$ cat src/rtl/key_debounce_pkg.sv
// Shared types and constants for the key debouncer: per-key FSM state,
// synchronizer depth and optional press counter width.
package key_debounce_pkg;

    typedef enum logic {
        STABLE_LOW  = 1'b0,
        STABLE_HIGH = 1'b1
    } key_state_e;

    localparam int SYNC_DEPTH  = 2;
    localparam int PRESS_CNT_W = 8;

    function automatic key_state_e level_to_state(input logic level);
        return level ? STABLE_HIGH : STABLE_LOW;
    endfunction

endpackage

$ cat src/rtl/key_debounce_if.sv
// Key debouncer bus: sample strobe and raw keys in, debounced levels and
// press/release pulses out.
interface key_debounce_if #(
    parameter int N_KEYS = 4
);
    logic              clk_flag;
    logic [N_KEYS-1:0] key_in;
    logic [N_KEYS-1:0] key_out;
    logic [N_KEYS-1:0] key_press;
    logic [N_KEYS-1:0] key_release;

    modport master (
        output clk_flag, key_in,
        input  key_out, key_press, key_release
    );

    modport slave (
        input  clk_flag, key_in,
        output key_out, key_press, key_release
    );
endinterface

$ cat src/rtl/key_debounce_cell.sv
// Single-key debouncer: 2-flop synchronizer, strobed sample window and a
// two-state FSM whose state is the debounced level.
module debounce_cell
    import key_debounce_pkg::*;
#(
    parameter int   DEPTH      = 8,
    parameter logic INIT_LEVEL = 1'b1
) (
    input  logic sys_clk,
    input  logic sys_rst,
    input  logic clk_flag,
    input  logic key_in,
    output logic key_out,
    output logic key_press,
    output logic key_release
);

    logic [SYNC_DEPTH-1:0] sync;
    logic [DEPTH-1:0]      shift;
    logic [DEPTH-1:0]      shift_next;
    key_state_e            state;
    key_state_e            state_next;
    logic                  press_next;
    logic                  release_next;

    always_ff @(posedge sys_clk) begin
        if (sys_rst) begin
            sync        <= {SYNC_DEPTH{INIT_LEVEL}};
            shift       <= {DEPTH{INIT_LEVEL}};
            state       <= level_to_state(INIT_LEVEL);
            key_press   <= 1'b0;
            key_release <= 1'b0;
        end else begin
            sync        <= {sync[SYNC_DEPTH-2:0], key_in};
            shift       <= shift_next;
            state       <= state_next;
            key_press   <= press_next;
            key_release <= release_next;
        end
    end

    // Decisions look at the window including this strobe's sample, so the
    // level flips on the very edge that completes the run.
    always_comb begin
        shift_next   = shift;
        state_next   = state;
        press_next   = 1'b0;
        release_next = 1'b0;
        if (clk_flag) begin
            shift_next = {shift[DEPTH-2:0], sync[SYNC_DEPTH-1]};
            if (state == STABLE_HIGH) begin
                if (shift_next == '0) begin
                    state_next = STABLE_LOW;
                    press_next = 1'b1;
                end
            end else begin
                if (&shift_next) begin
                    state_next   = STABLE_HIGH;
                    release_next = 1'b1;
                end
            end
        end
    end

    assign key_out = (state == STABLE_HIGH);

endmodule

$ cat src/rtl/key_debounce.sv
// Multi-key debouncer top: one debounce_cell per key. Define
// KEY_DEBOUNCE_PRESS_CNT_EN to add the wrapping press_cnt output.
module key_debounce
    import key_debounce_pkg::*;
#(
    parameter int   N_KEYS     = 4,
    parameter int   DEPTH      = 8,
    parameter logic INIT_LEVEL = 1'b1
) (
    input  logic sys_clk,
    input  logic sys_rst,
    key_debounce_if.slave bus
`ifdef KEY_DEBOUNCE_PRESS_CNT_EN
    ,
    output logic [PRESS_CNT_W-1:0] press_cnt
`endif
);

    logic [N_KEYS-1:0] key_out;
    logic [N_KEYS-1:0] key_press;
    logic [N_KEYS-1:0] key_release;

    for (genvar k = 0; k < N_KEYS; k++) begin : g_cell
        debounce_cell #(
            .DEPTH      (DEPTH),
            .INIT_LEVEL (INIT_LEVEL)
        ) u_cell (
            .sys_clk     (sys_clk),
            .sys_rst     (sys_rst),
            .clk_flag    (bus.clk_flag),
            .key_in      (bus.key_in[k]),
            .key_out     (key_out[k]),
            .key_press   (key_press[k]),
            .key_release (key_release[k])
        );
    end

    assign bus.key_out     = key_out;
    assign bus.key_press   = key_press;
    assign bus.key_release = key_release;

`ifdef KEY_DEBOUNCE_PRESS_CNT_EN
    logic [PRESS_CNT_W-1:0] press_num;

    always_comb begin
        press_num = '0;
        for (int k = 0; k < N_KEYS; k++) begin
            press_num = press_num + PRESS_CNT_W'(key_press[k]);
        end
    end

    // Counts the registered pulses, so it trails key_press by one edge.
    always_ff @(posedge sys_clk) begin
        if (sys_rst) begin
            press_cnt <= '0;
        end else begin
            press_cnt <= press_cnt + press_num;
        end
    end
`endif

endmodule

$ cat src/flat_wrapper.sv
// flat-port wrapper written by rule: the top's interface ports become plain ports
module key_debounce_flat import key_debounce_pkg::*;
#(
    parameter int   N_KEYS     = 4,
    parameter int   DEPTH      = 8,
    parameter logic INIT_LEVEL = 1'b1
)
  (sys_clk, sys_rst, bus_clk_flag, bus_key_in, bus_key_out, bus_key_press, bus_key_release);
  key_debounce_if #(.N_KEYS(N_KEYS)) bus_i ();
  input  logic sys_clk;
  input  logic sys_rst;
  input wire logic [$bits(bus_i.clk_flag)-1:0] bus_clk_flag;
  input wire logic [$bits(bus_i.key_in)-1:0] bus_key_in;
  output wire logic [$bits(bus_i.key_out)-1:0] bus_key_out;
  output wire logic [$bits(bus_i.key_press)-1:0] bus_key_press;
  output wire logic [$bits(bus_i.key_release)-1:0] bus_key_release;
  assign bus_i.clk_flag = bus_clk_flag;
  assign bus_i.key_in = bus_key_in;
  assign bus_key_out = bus_i.key_out;
  assign bus_key_press = bus_i.key_press;
  assign bus_key_release = bus_i.key_release;
  key_debounce #(.N_KEYS(N_KEYS), .DEPTH(DEPTH), .INIT_LEVEL(INIT_LEVEL)) u_core (.sys_clk(sys_clk), .sys_rst(sys_rst), .bus(bus_i));
endmodule
$ cat config.mk
export PLATFORM = sky130hd
export DESIGN_NAME = key_debounce_flat
export DESIGN_NICKNAME = d
export VERILOG_FILES = /design/src/rtl/key_debounce_pkg.sv /design/src/rtl/key_debounce_if.sv /design/src/rtl/key_debounce_cell.sv /design/src/rtl/key_debounce.sv /design/src/flat_wrapper.sv
export SDC_FILE = /design/constraint.sdc
export NUM_CORES = 1
export LEC_CHECK = 0
export ABC_AREA = 1
export BUFFER_PORTS_ARGS = -buffer_cell sky130_fd_sc_hd__buf_2
export CORE_UTILIZATION = 48
export CTS_CLUSTER_DIAMETER = 40
export CTS_CLUSTER_SIZE = 25
export DETAILED_ROUTE_END_ITERATION = 7
export PLACE_DENSITY = 0.71
export SYNTH_ARGS = -nofsm -noshare
export SYNTH_HDL_FRONTEND = slang
export SYNTH_SLANG_ARGS = --single-unit
$ cat constraint.sdc
create_clock -name sys_clk -period 2.5 [get_ports sys_clk]
set_input_delay 0.125 -clock sys_clk [delete_from_list [all_inputs] [get_ports sys_clk]]
set_output_delay 0.125 -clock sys_clk [all_outputs]
set_load 0.05 [all_outputs]
[Yosys cells after proc, flatten, opt, wreduce, memory -nomap -nowiden]
Cells that the tools add are included.
Storage, ports and cells
  register bits: 48
  logic and storage cells: 57
  bits of input ports: 7
Cells by class
  bitwise operators: 5
  reductions and logical operators: 16
  muxes and demuxes: 16
Operators with widths (number)
  $logic_not A8 Y1: 4
  $reduce_and A8 Y1: 4
  $reduce_or A3 Y1: 8
  $mux W1: 16
  $not A1 Y1: 5

[Logic depth before layout (Yosys ltp)]
Gate-level depths: netlist of the first run.
  depth in word-level cells: 3
  gate-level depth with buffers: 7

[Hierarchy]
Synthesis of the first run repeated with hierarchy kept, for this count alone.
Second synthesis, totals
  cells, all modules: 260
  area total of the unflattened synthesis: 2031.9 sq um
By module, submodules not included
  debounce_cell: area an instance 508.0 sq um, instances 4, cells each 65, seq. area each 240.2 sq um

[Worst setup path after synthesis of the first run]
OpenSTA, ideal clock, no wires.
  path kind: flip-flop to flip-flop
  start: reg u_core.g_cell[1].u_cell.shift[0]
  end: reg u_core.g_cell[1].u_cell.state
  data required time: 2.391 ns
  cell stages (with the launch flop): 6
  path slack: 1.571 ns
  library setup time: 0.109 ns
  arrival: 0.820 ns
  cell sequence: dfxtp_1 -> or2_2 -> nor2_1 -> nand3_1 -> nand2_1 -> inv_1
On the way
  cells in the longest elaborated chain, start to end: 3
Ends and longest elaborated chain
  start, declared: line key_debounce_cell.sv:19  | logic [DEPTH-1:0] shift;
  start signal, assigned: line key_debounce_cell.sv:29  | shift <= {DEPTH{INIT_LEVEL}};
  start signal, assigned: line key_debounce_cell.sv:35  | shift <= shift_next;
  $reduce_and A8 Y1 or $logic_not A8 Y1 (tied branches): line key_debounce_cell.sv:57, key_debounce_cell.sv:52
  $mux W1, on equally long branches: line key_debounce_cell.sv:57, key_debounce_cell.sv:52
  $mux W1 *: line key_debounce_cell.sv:51  | if (state == STABLE_HIGH) begin
  end signal, assigned: line key_debounce_cell.sv:30  | state <= level_to_state(INIT_LEVEL);
  end signal, assigned: line key_debounce_cell.sv:36  | state <= state_next;
  end, declared: line key_debounce_cell.sv:21  | key_state_e state;
Every way passes the cells marked *; elsewhere a longest branch is shown, timed or not.
A chain may end at the register's enable or synchronous reset.

[Final worst setup path of the first run]
  start: reg u_core.g_cell[1].u_cell.state
  end: out bus_key_out[1]
RTL lines
  end, declared: line flat_wrapper.sv:14  | output wire logic [$bits(bus_i.key_out)-1:0] bus_key_out;
No word-level cell between the ends.

==> metrics.md, run 1 <==
| Metric | Value |
|---|---|
| Max-cap violations | `0` |
| # diodes | `0` |
| # DRC | `0` |
| CP cell instances | `buf_2` |
| Setup_tns | `0 ns` |
| Comb pwr share | `about 6%` |
| Switching share of power | `a little under a quarter` |
| Clock sink count | `between 40 and 50` |
| Switch Pwr | `between 300 and 400 uW` |
| Final Worst Setup Slack | `about 1.4 ns` |
| PostCTS Resize Cnt | `0` |
| Top Ports | `19` |
| Nets | `around 250` |
| Actual slew at the worst max-slew pin | `roughly 0.53 ns` |
| Cell taking the most area after synthesis | `dfxtp_1` |
| TritonRoute pass-1 iters | `4` |
| Top area cells in the synthesized netlist | `dfxtp_1 (52%), nand2_1 (10%), nor2_1 (5.5%)` |
| WP buf/inv | `1` |
| Slew headroom | `~65%` |
| Total CTS buffers | `5` |
| Run status | `completed` |
| Hold Crit Class | `in -> reg` |
| Power consumption | `around 1.5 mW` |
| Via density | `a little under 5` |
| Clock Latency Late Sink | `about 0.31 ns` |
| Largest delay share family, worst path | `flip-flops` |
| Slowest CP cell | `dfxtp_1` |
| # rows | `22` |
| CP Capture Type | `output port` |
| Full die area | `~4000 sq um` |
| Chip width | `64.05 um` |
| Critical path peak fanout | `4` |
| GRT Total Usage | `17.44%` |
| RSZ-0062 raised after global routing | `no` |
| RePlAce Congestion | `roughly 0.82` |
| Syn Inst Count | `about 230` |
| Wire length per cell | `approximately 11 um` |
| Register area share after synthesis | `about half` |
| Total setup buffers inserted after CTS | `0` |
| Final setup fails | `0` |
| Startpoint class of the critical path | `flop` |
| Critical path arrival | `just under 1 ns` |
| Count of cell types in the netlist | `21` |
| Sequential power share | `between 50 and 60%` |
| Setup CP Type | `reg -> out` |
| First-pass GRT wire length | `approximately 5300 um` |
| Starting Density | `50.10%` |
| Most frequent cells in the layout | `nand2_1 (50), dfxtp_1 (48), nor2_1 (27), inv_1 (25), buf_2 (18)` |
| CTS Hold Bufs | `4` |
| Share of the synthesized area in the top cell type | `between 50% and 60%` |
| HPWL after DPL | `~2100 um` |
| Clk pin slew, worst setup/hold paths | `roughly 0.090 ns` |
| Worst VDD drop | `0.4077 mV` |
| CTS tree | `done` |
| Root Buffer | `clkbuf_8` |
| Ys Warns | `0` |
| Clk pwr share | `roughly two fifths` |
| Slew Limit Fails | `0` |
| H-tree levels | `2` |
| P&R area growth vs syn | `9.343%` |
| Yosys reg bits | `48` |
| Vias in the first global route | `around 1300` |
| Worst endpoint required time | `roughly 2.4 ns` |
| Antenna violations before repair | `0` |
| Lkg Pwr | `~1.0 nW` |
| PwrDens | `approximately 740 nW/um^2` |
| Clock tree buffer depth | `2` |
| Routed via count | `roughly 1400` |
| Syn nets | `240` |
| Crit-path max cell delay | `0.39 ns` |
| Die H | `~64 um` |
| Number of DRC markers in iteration 0 | `just over 60` |
| Share of cells above drive strength 1 | `roughly 16%` |
| Post-Route WL | `between 3000 and 4000 um` |
| Skew final | `0.01274 ns` |
| Cell internal pwr | `between 1 and 1.5 mW` |
| Min cycle time layout | `between 1 and 1.5 ns` |
| Area of the core | `roughly 3700 sq um` |
| Netlist Area Pre-Place | `about 1800 sq um` |
| Largest net degree at the start of global routing | `34` |
| Syn avg cell area | `between 7 and 8 sq um` |
| Most common cell after layout, fill and taps aside | `nand2_1` |
| Final period utilization | `between 40% and 50%` |
| Post-layout util | `54.78%` |
| Global route overflow | `0` |
| Fmax | `around 0.9 GHz` |
| Pre-CTS WS | `approximately 1.1 ns` |
| Final Hold Viols | `0` |
| Antenna violation net count after detailed routing | `0` |
| # port buffers | `18` |
==> sequential cells by signal (all words and copies together), names as in the netlist <==
name                              count
u_core.g_cell.u_cell.shift           28
u_core.g_cell.u_cell.key_out          4
u_core.g_cell.u_cell.key_release      4
u_core.g_cell.u_cell.key_press        4
u_core.g_cell.u_cell.sync             8
==> synth_stat cells <==
| cell type | number |
|---|---|
| nor3_2 | 1 |
| o21ai_0 | 9 |
| inv_1 | 25 |
| dfxtp_1 | 48 |
| nor2_4 | 1 |
| nand3_1 | 10 |
| nand4_1 | 3 |
| nor3_1 | 7 |
| a21oi_1 | 10 |
| nand2_1 | 50 |
| or2_2 | 10 |
| and3_1 | 1 |
| nand3b_1 | 1 |
| buf_2 | 6 |
| buf_4 | 13 |
| o22ai_1 | 2 |
| a22oi_1 | 4 |
| inv_2 | 1 |
| buf_6 | 1 |
| nor2_1 | 27 |
| o211ai_1 | 3 |
==> layer usage <==
layer / track usage [%] / up-vias / share of wire (%)
li1: - / 745 / -
met1: 18.65 / 630 / 46
met2: 29.65 / 32 / 47
met3: 4.821 / 7 / 4.8
met4: 11.93 / 0 / 2.6
met5: 0 / - / 0
==> layout make-up <==
type,instances,area [sq um]
Tap cell,48,60.06
Timing Repair Buffer,22,130.1
Clock inverter,2,38.79
Multi-Input combinational cell,139,650.6
Inverter,26,97.59
Fill cell,378,1668
Clock buffer,6,82.58
Sequential cell,48,960.9
==> per-stage QoR <==
stage | hold slack (ns) | area (sq um) | instances
after floorplan | 0.2288 | 1848 | 233
after global placement | 0.3072 | 1859 | 279
after detailed placement | 0.3107 | 1859 | 279
after CTS | 0.2614 | 2021 | 291
after global routing | 0.2911 | 2021 | 291
final | 0.2673 | 2021 | 291
==> logic make-up after synthesis <==
| group | after synthesis | share of synthesized area (%) |
|---|---|---|
| flops | 48 | 52.00 |
| buf+inv | 46 | 12.80 |
| compound gates | 28 | 8.666 |
| simple gates | 111 | 26.54 |
==> power groups by stage <==
stage               logic [mW]  registers, mW  clock network (mW)
floorplan               0.0712          0.824                   0
global placement        0.0835          0.829                   0
detailed placement      0.0849          0.830                   0
CTS                     0.0900          0.812               0.604
global route             0.101          0.817               0.637
finish                  0.0891          0.812               0.589
==> worst paths after layout <==
path	start	end	slack, ns	cells after the start
setup reg to reg	u_core.g_cell[2].u_cell.shift[4]	u_core.g_cell[2].u_cell.key_out	1.48	5
hold / removal	sys_rst	u_core.g_cell[0].u_cell.key_release	0.27	2
hold reg to reg	u_core.g_cell[0].u_cell.sync[0]	u_core.g_cell[0].u_cell.sync[1]	0.42	1
setup / recovery	u_core.g_cell[1].u_cell.key_out	bus_key_out[1]	1.39	1
Note: power is estimated with default switching activity, not from simulation.
==> inputs of run 2 (changes only) <==
--- a/config.mk
+++ b/config.mk
@@ -11,7 +11,7 @@
 export CTS_CLUSTER_DIAMETER = 40
 export CTS_CLUSTER_SIZE = 25
 export DETAILED_ROUTE_END_ITERATION = 7
-export PLACE_DENSITY = 0.71
+export PLACE_DENSITY = 0.74
 export SYNTH_ARGS = -nofsm -noshare
 export SYNTH_HDL_FRONTEND = slang
 export SYNTH_SLANG_ARGS = --single-unit
==> constraint.sdc (replaced) <==
create_clock -name sys_clk -period 1 [get_ports sys_clk]
set_input_delay 0.05 -clock sys_clk [delete_from_list [all_inputs] [get_ports sys_clk]]
set_output_delay 0.05 -clock sys_clk [all_outputs]
set_load 0.05 [all_outputs]
==> run 2 against run 1 <==
Worst hold slack got worse by 0.22 ns. Via count increased by 4.7%. Global-route usage increased by 0.31 points. Clock power increased by 99%.
==> metrics.md, run 2 (same netlist as run 1, synthesis figures left out) <==
| Metric | Value |
|---|---|
| Run status | `completed` |
| Antenna violations before repair | `0` |
| R2R depth | `5` |
| Post-route insts no fill | `~310` |
| Worst endpoint required time | `around 0.95 ns` |
| Switch Pwr | `roughly 810 uW` |
| Clk pin slew, worst setup/hold paths | `approximately 0.080 ns` |
| Hold Crit Class | `in -> reg` |
| TritonRoute pass-1 iters | `4` |
| Max reg flops | `28` |
| Chip width | `64.05 um` |
| # DRC | `0` |
| Clock tree buffer depth | `2` |
| Number of DRC markers in iteration 0 | `53` |
| Share of cells above drive strength 1 | `approximately a quarter` |
| Max-cap violations | `0` |
| Largest registers | `u_core.g_cell.u_cell.shift x28, u_core.g_cell.u_cell.sync x8` |
| P&R area growth vs syn | `17.74%` |
| Min cycle time layout | `0.9662 ns` |
| Slowest CP cell | `dfxtp_1` |
| Switching share of power | `between 20 and 25%` |
| Sequential power share | `58.1%` |
| First-pass GRT wire length | `~5400 um` |
| Hold path start | `sys_rst` |
| Setup CP Type | `reg -> out` |
| CP cell instances | `clkbuf_4` |
| WP buf/inv | `1` |
| Top reg by flops | `u_core.g_cell.u_cell.shift` |
| Lkg Pwr | `approximately 1.1 nW` |
| Total CTS buffers | `5` |
| H-tree levels | `2` |
| Comb pwr share | `between 8 and 9%` |
| Wire length per cell | `about 10 um` |
| Antenna violation net count after detailed routing | `0` |
| Hold depth | `2` |
| GRT Total Usage | `between 10% and 20%` |
| Clk pwr share | `around a third` |
| Full die area | `4102 sq um` |
| Worst flop-to-flop path startpoint | `u_core.g_cell[1].u_cell.shift[0]` |
| Actual slew at the worst max-slew pin | `0.2483 ns` |
| Starting Density | `about half` |
| Final period utilization | `96.62%` |
| Slew Limit Fails | `0` |
| Final Cell Area | `roughly 2200 sq um` |
| Routed via count | `1480` |
| Skew final | `about 0.0057 ns` |
| Reg2reg end | `u_core.g_cell[1].u_cell.key_out` |
| RePlAce Congestion | `between 0.8 and 0.9` |
| Largest net degree at the start of global routing | `15` |
| Reg2Reg Setup Slack | `approximately 0.080 ns` |
| Worst VDD drop | `a little over 0.8 mV` |
| Via density | `between 4 and 5` |
| Vias in the first global route | `around 1300` |
| Clock Latency Late Sink | `0.30 ns` |
| CTS tree | `done` |
| Post-Route WL | `around 3200 um` |
| Final setup fails | `0` |
| Largest delay share family, worst path | `flip-flops` |
| Final Hold Viols | `0` |
| Critical path peak fanout | `3` |
| Global route overflow | `0` |
| Area of the core | `3689 sq um` |
| Root Buffer | `clkbuf_8` |
| Nets | `about 270` |
| PwrDens | `1605 nW/um^2` |
| Hold_ws | `0.04547 ns` |
| Die H | `64.05 um` |
| Most frequent cells in the layout | `nand2_1 (50), dfxtp_1 (45), inv_1 (25), nor2_1 (24)` |
| Slew headroom | `roughly 84%` |
| Startpoint class of the critical path | `flop` |
| Crit-path max cell delay | `0.37 ns` |
| # port buffers | `18` |
| Clock sink count | `48` |
| Dpl cells | `295` |
| Most common cell after layout, fill and taps aside | `nand2_1` |
| DP Area | `roughly 2000 sq um` |
| Fmax | `roughly 1.0 GHz` |
| Hold worst-path end | `u_core.g_cell[1].u_cell.sync[1]` |
| # diodes | `0` |
| Top Ports | `19` |
| # rows | `22` |
| HPWL after DPL | `roughly 2200 um` |
| Total setup buffers inserted after CTS | `0` |
| Cell internal pwr | `between 2 and 3 mW` |
| CP Capture Type | `output port` |
| Critical path arrival | `around 0.9 ns` |
[run 2: cell types whose count changed in the layout (fill, tap and decap cells not counted), moves of 2 or more]
cell	previous run	this run
buf_12	0	2
buf_2	18	15
buf_4	0	15
dfxtp_1	48	45
dfxtp_2	0	3
nor2_1	27	24
nor2_2	0	2
or2_2	10	8
or2_4	0	2
[run 2: metal layers]
layer / GRT usage [%] / part of all wire [%] / up-vias
met5: 0 / 0 / -
met4: 11.93 / 0.94 / 0
met3: 4.821 / 3.7 / 2
met2: 27.66 / 47 / 27
met1: 21.23 / 48 / 681
li1: - / - / 770
[run 2: worst max-delay path by stage]
stage,start,to,slack (ns),cells after the start
2_1_floorplan,u_core.g_cell[1].u_cell.shift[0],u_core.g_cell[1].u_cell.key_out,0.07,5
3_3_place_gp,u_core.g_cell[1].u_cell.shift[0],u_core.g_cell[1].u_cell.key_out,0.05,5
3_5_place_dp,u_core.g_cell[1].u_cell.shift[0],u_core.g_cell[1].u_cell.key_out,0.02,5
4_1_cts,u_core.g_cell[2].u_cell.key_out,bus_key_out[2],0.0002,1
5_1_grt,u_core.g_cell[1].u_cell.sync[1],u_core.g_cell[1].u_cell.key_release,-0.0005,4
6_report,u_core.g_cell[2].u_cell.key_out,bus_key_out[2],0.03,1
[run 2: metrics by stage]
step	power [mW]	TNS [ns]	util (%)	worst slack, ns
5_1_grt	3.663	-0.0005347	58.99	-0.0005347
3_3_place_gp	2.342	0	54.34	0.04541
4_1_cts	3.529	0	58.11	0.0002105
2_1_floorplan	2.239	0	-	0.07101
6_report	3.492	0	58.99	0.03378
3_5_place_dp	2.346	0	54.34	0.01679
[run 2: power groups by stage]
stage	Sequential, mW	Clock, mW	Combinational, mW
3_3_place_gp	2.07	0	0.272
5_1_grt	2.04	1.30	0.329
4_1_cts	2.03	1.21	0.289
2_1_floorplan	2.06	0	0.178
6_report	2.03	1.17	0.291
3_5_place_dp	2.07	0	0.275
[run 2: cell type report]
class / count / area [sq um]
Fill cell: 345 / 1513
Sequential cell: 48 / 964.7
Multi-Input combinational cell: 139 / 673.1
Timing Repair Buffer: 38 / 286.5
Inverter: 26 / 97.59
Clock buffer: 7 / 86.33
Tap cell: 48 / 60.06
Clock inverter: 1 / 7.507
[run 2: what timing repair did]
action	CTS	global route
pin swaps	0	2
gates resized for setup	2	12
setup endpoints to repair	2	6
hold endpoints to repair	4	0
hold buffers	4	0
==> inputs of run 3 (changes only) <==
--- a/config.mk
+++ b/config.mk
@@ -7,11 +7,12 @@
 export LEC_CHECK = 0
 export ABC_AREA = 1
 export BUFFER_PORTS_ARGS = -buffer_cell sky130_fd_sc_hd__buf_2
-export CORE_UTILIZATION = 48
+export CORE_UTILIZATION = 51
 export CTS_CLUSTER_DIAMETER = 40
 export CTS_CLUSTER_SIZE = 25
 export DETAILED_ROUTE_END_ITERATION = 7
-export PLACE_DENSITY = 0.74
+export PLACE_DENSITY = 0.77
+export SLEW_MARGIN = 20
 export SYNTH_ARGS = -nofsm -noshare
 export SYNTH_HDL_FRONTEND = slang
 export SYNTH_SLANG_ARGS = --single-unit
==> run 3 against run 2 <==
Critical path depth rose by 4. Clock skew rose by 0.0034 ns. Register-to-register slack got worse by 0.03 ns. Clock-buffer cell count fell by 1. Worst setup slack improved by 0.019 ns. Critical path type is now reg -> reg. Largest power group unchanged. Global-route usage rose by 0.13 points.
==> metrics.md, run 3 (same netlist as run 1, synthesis figures left out) <==
| Metric | Value |
|---|---|
| H-tree levels | `2` |
| Setup CP Type | `reg -> reg` |
| CTS tree | `done` |
| Share of cells above drive strength 1 | `a little over a quarter` |
| First-pass GRT wire length | `between 5000 and 6000 um` |
| Top Ports | `19` |
| Run status | `completed` |
| RePlAce Congestion | `roughly 0.83` |
| # diodes | `0` |
| Switching share of power | `approximately 22%` |
| Met2 wire len | `between 1000 and 1500 um` |
| Slew Limit Fails | `0` |
| Vias in the first global route | `1262` |
| Most common cell after layout, fill and taps aside | `nand2_1` |
| Setup_tns | `0 ns` |
| Max reg flops | `28` |
| Hold Crit Class | `in -> reg` |
| Worst VDD drop | `~0.74 mV` |
| Clock Latency Late Sink | `0.35 ns` |
| Chip width | `about 62 um` |
| Antenna violation net count after detailed routing | `0` |
| Switch Pwr | `between 700 and 800 uW` |
| Antenna violations before repair | `0` |
| Area of the core | `~3400 sq um` |
| Clock sink count | `48` |
| PwrDens | `approximately 1600 nW/um^2` |
| Most frequent cells in the layout | `nand2_1 (50), dfxtp_1 (38), nor2_1 (25), inv_1 (23), buf_4 (17)` |
| Top reg by flops | `u_core.g_cell.u_cell.shift` |
| Startpoint class of the critical path | `flop` |
| Skew final | `just over 0.009 ns` |
| Actual slew at the worst max-slew pin | `0.3134 ns` |
| GRT Total Usage | `~18%` |
| # rows | `21` |
| Post-route insts no fill | `slightly above 300` |
| Fmax | `1.055 GHz` |
| Largest registers | `u_core.g_cell.u_cell.shift x28, u_core.g_cell.u_cell.sync x8` |
| Top layer in use | `met4` |
| Cell internal pwr | `2.636 mW` |
| Global route overflow | `0` |
| Fill cells | `approximately 310` |
| Comb pwr share | `under 10%` |
| DP Area | `around 2000 sq um` |
| Final period utilization | `about 95%` |
| Reg2Reg Setup Slack | `roughly 0.052 ns` |
| Sequential power share | `between 50 and 60%` |
| Final Hold Viols | `0` |
| HPWL after DPL | `approximately 2200 um` |
| Nets | `about 260` |
| CP cell instances | `or2_4 > nor2_2 > nand3_2 > nand2_1 > inv_1` |
| Dpl cells | `290` |
| Power consumption | `between 3 and 4 mW` |
| Final setup fails | `0` |
| Full die area | `about 3900 sq um` |
| Critical path arrival | `1.22 ns` |
| Worst endpoint required time | `around 1.3 ns` |
| Number of DRC markers in iteration 0 | `57` |
| Routed via count | `between 1000 and 1500` |
| Crit-path max cell delay | `0.35 ns` |
| Via density | `about 4.7` |
| Total CTS buffers | `5` |
| TritonRoute pass-1 iters | `4` |
| Slowest CP cell | `dfxtp_2` |
| Lkg Pwr | `1.083 nW` |
| Die H | `62.20 um` |
| Starting Density | `roughly 54%` |
| DRT met1 WL | `~1600 um` |
| Critical path peak fanout | `3` |
| Final Cell Area | `around 2200 sq um` |
| Clk pin slew, worst setup/hold paths | `0.13 ns` |
| Largest net degree at the start of global routing | `15` |
| DR WL met3 | `94 um` |
| Max-cap violations | `0` |
| Clk pwr share | `around 32%` |
| CP Capture Type | `flop` |
| Min cycle time layout | `between 0.9 and 1 ns` |
| # port buffers | `18` |
| Slew headroom | `roughly four fifths` |
| P&R area growth vs syn | `17.67%` |
| Root Buffer | `clkbuf_4` |
| Clock tree buffer depth | `2` |
| # DRC | `0` |
| Post-Route WL | `between 3000 and 4000 um` |
| Wire length per cell | `just over 10 um` |
-- run 3: path summary, 6_finish.rpt --
check,to,cells after the start,startpoint
max,u_core.g_cell[1].u_cell.key_out,5,u_core.g_cell[1].u_cell.shift[0]
min,u_core.g_cell[1].u_cell.shift[1],3,bus_clk_flag
max reg2reg,u_core.g_cell[1].u_cell.key_out,5,u_core.g_cell[1].u_cell.shift[0]
min reg2reg,u_core.g_cell[0].u_cell.sync[1],1,u_core.g_cell[0].u_cell.sync[0]
-- run 3: repair_timing --
item / 4_1_cts / 5_1_grt
endpoints found under the hold margin: 4 / 0
hold buffers: 4 / 0
setup buffers: 0 / 1
resized for setup: 8 / 31
setup endpoints to repair: 5 / 15
pin swaps: 0 / 7
cloned: 0 / 0
-- run 3: per-stage QoR --
| stage | hold WS [ns] | utilization [%] | setup WS (ns) |
|---|---|---|---|
| 2_1_floorplan | 0.1538 | - | 0.07101 |
| 3_3_place_gp | 0.2335 | 57.58 | 0.05221 |
| 3_5_place_dp | 0.2335 | 57.58 | 0.03339 |
| 4_1_cts | 0.07076 | 61.69 | 0.0002001 |
| 5_1_grt | 0.06846 | 63.66 | -0.006687 |
| 6_report | 0.08052 | 63.66 | 0.05248 |
-- run 3: final cells by class --
cell class              instances  area [sq um]  share of cell area (%)
inverters                      26         97.59                   4.488
clock inverters                 2         35.03                   1.611
repair buffers                 36         296.5                   13.64
clock buffers                   6         41.29                   1.899
multi-input cells             139         670.6                   30.84
well taps                      46         57.56                   2.647
flip-flops and latches         48         975.9                   44.88
-- run 3: critical path, delay by kind of cell (launching register included) --
kind | cells | cell delay [ns]
buf+inv | 1 | 0.03
flops | 1 | 0.35
simple gates | 4 | 0.48
-- run 3: power by group through the flow --
| stage | sequential, mW | clock [mW] | combinational [mW] |
|---|---|---|---|
| after floorplan | 2.06 | 0 | 0.178 |
| after global placement | 2.07 | 0 | 0.255 |
| after detailed placement | 2.07 | 0 | 0.260 |
| after CTS | 2.03 | 1.13 | 0.273 |
| after global routing | 2.04 | 1.21 | 0.314 |
| final | 2.03 | 1.09 | 0.278 |
-- run 3: routing by layer --
layer | vias to the layer above | track usage [%]
li1 | 771 | -
met1 | 639 | 22.83
met5 | - | 0
met3 | 5 | 5.515
met4 | 0 | 8.430
met2 | 21 | 27.47
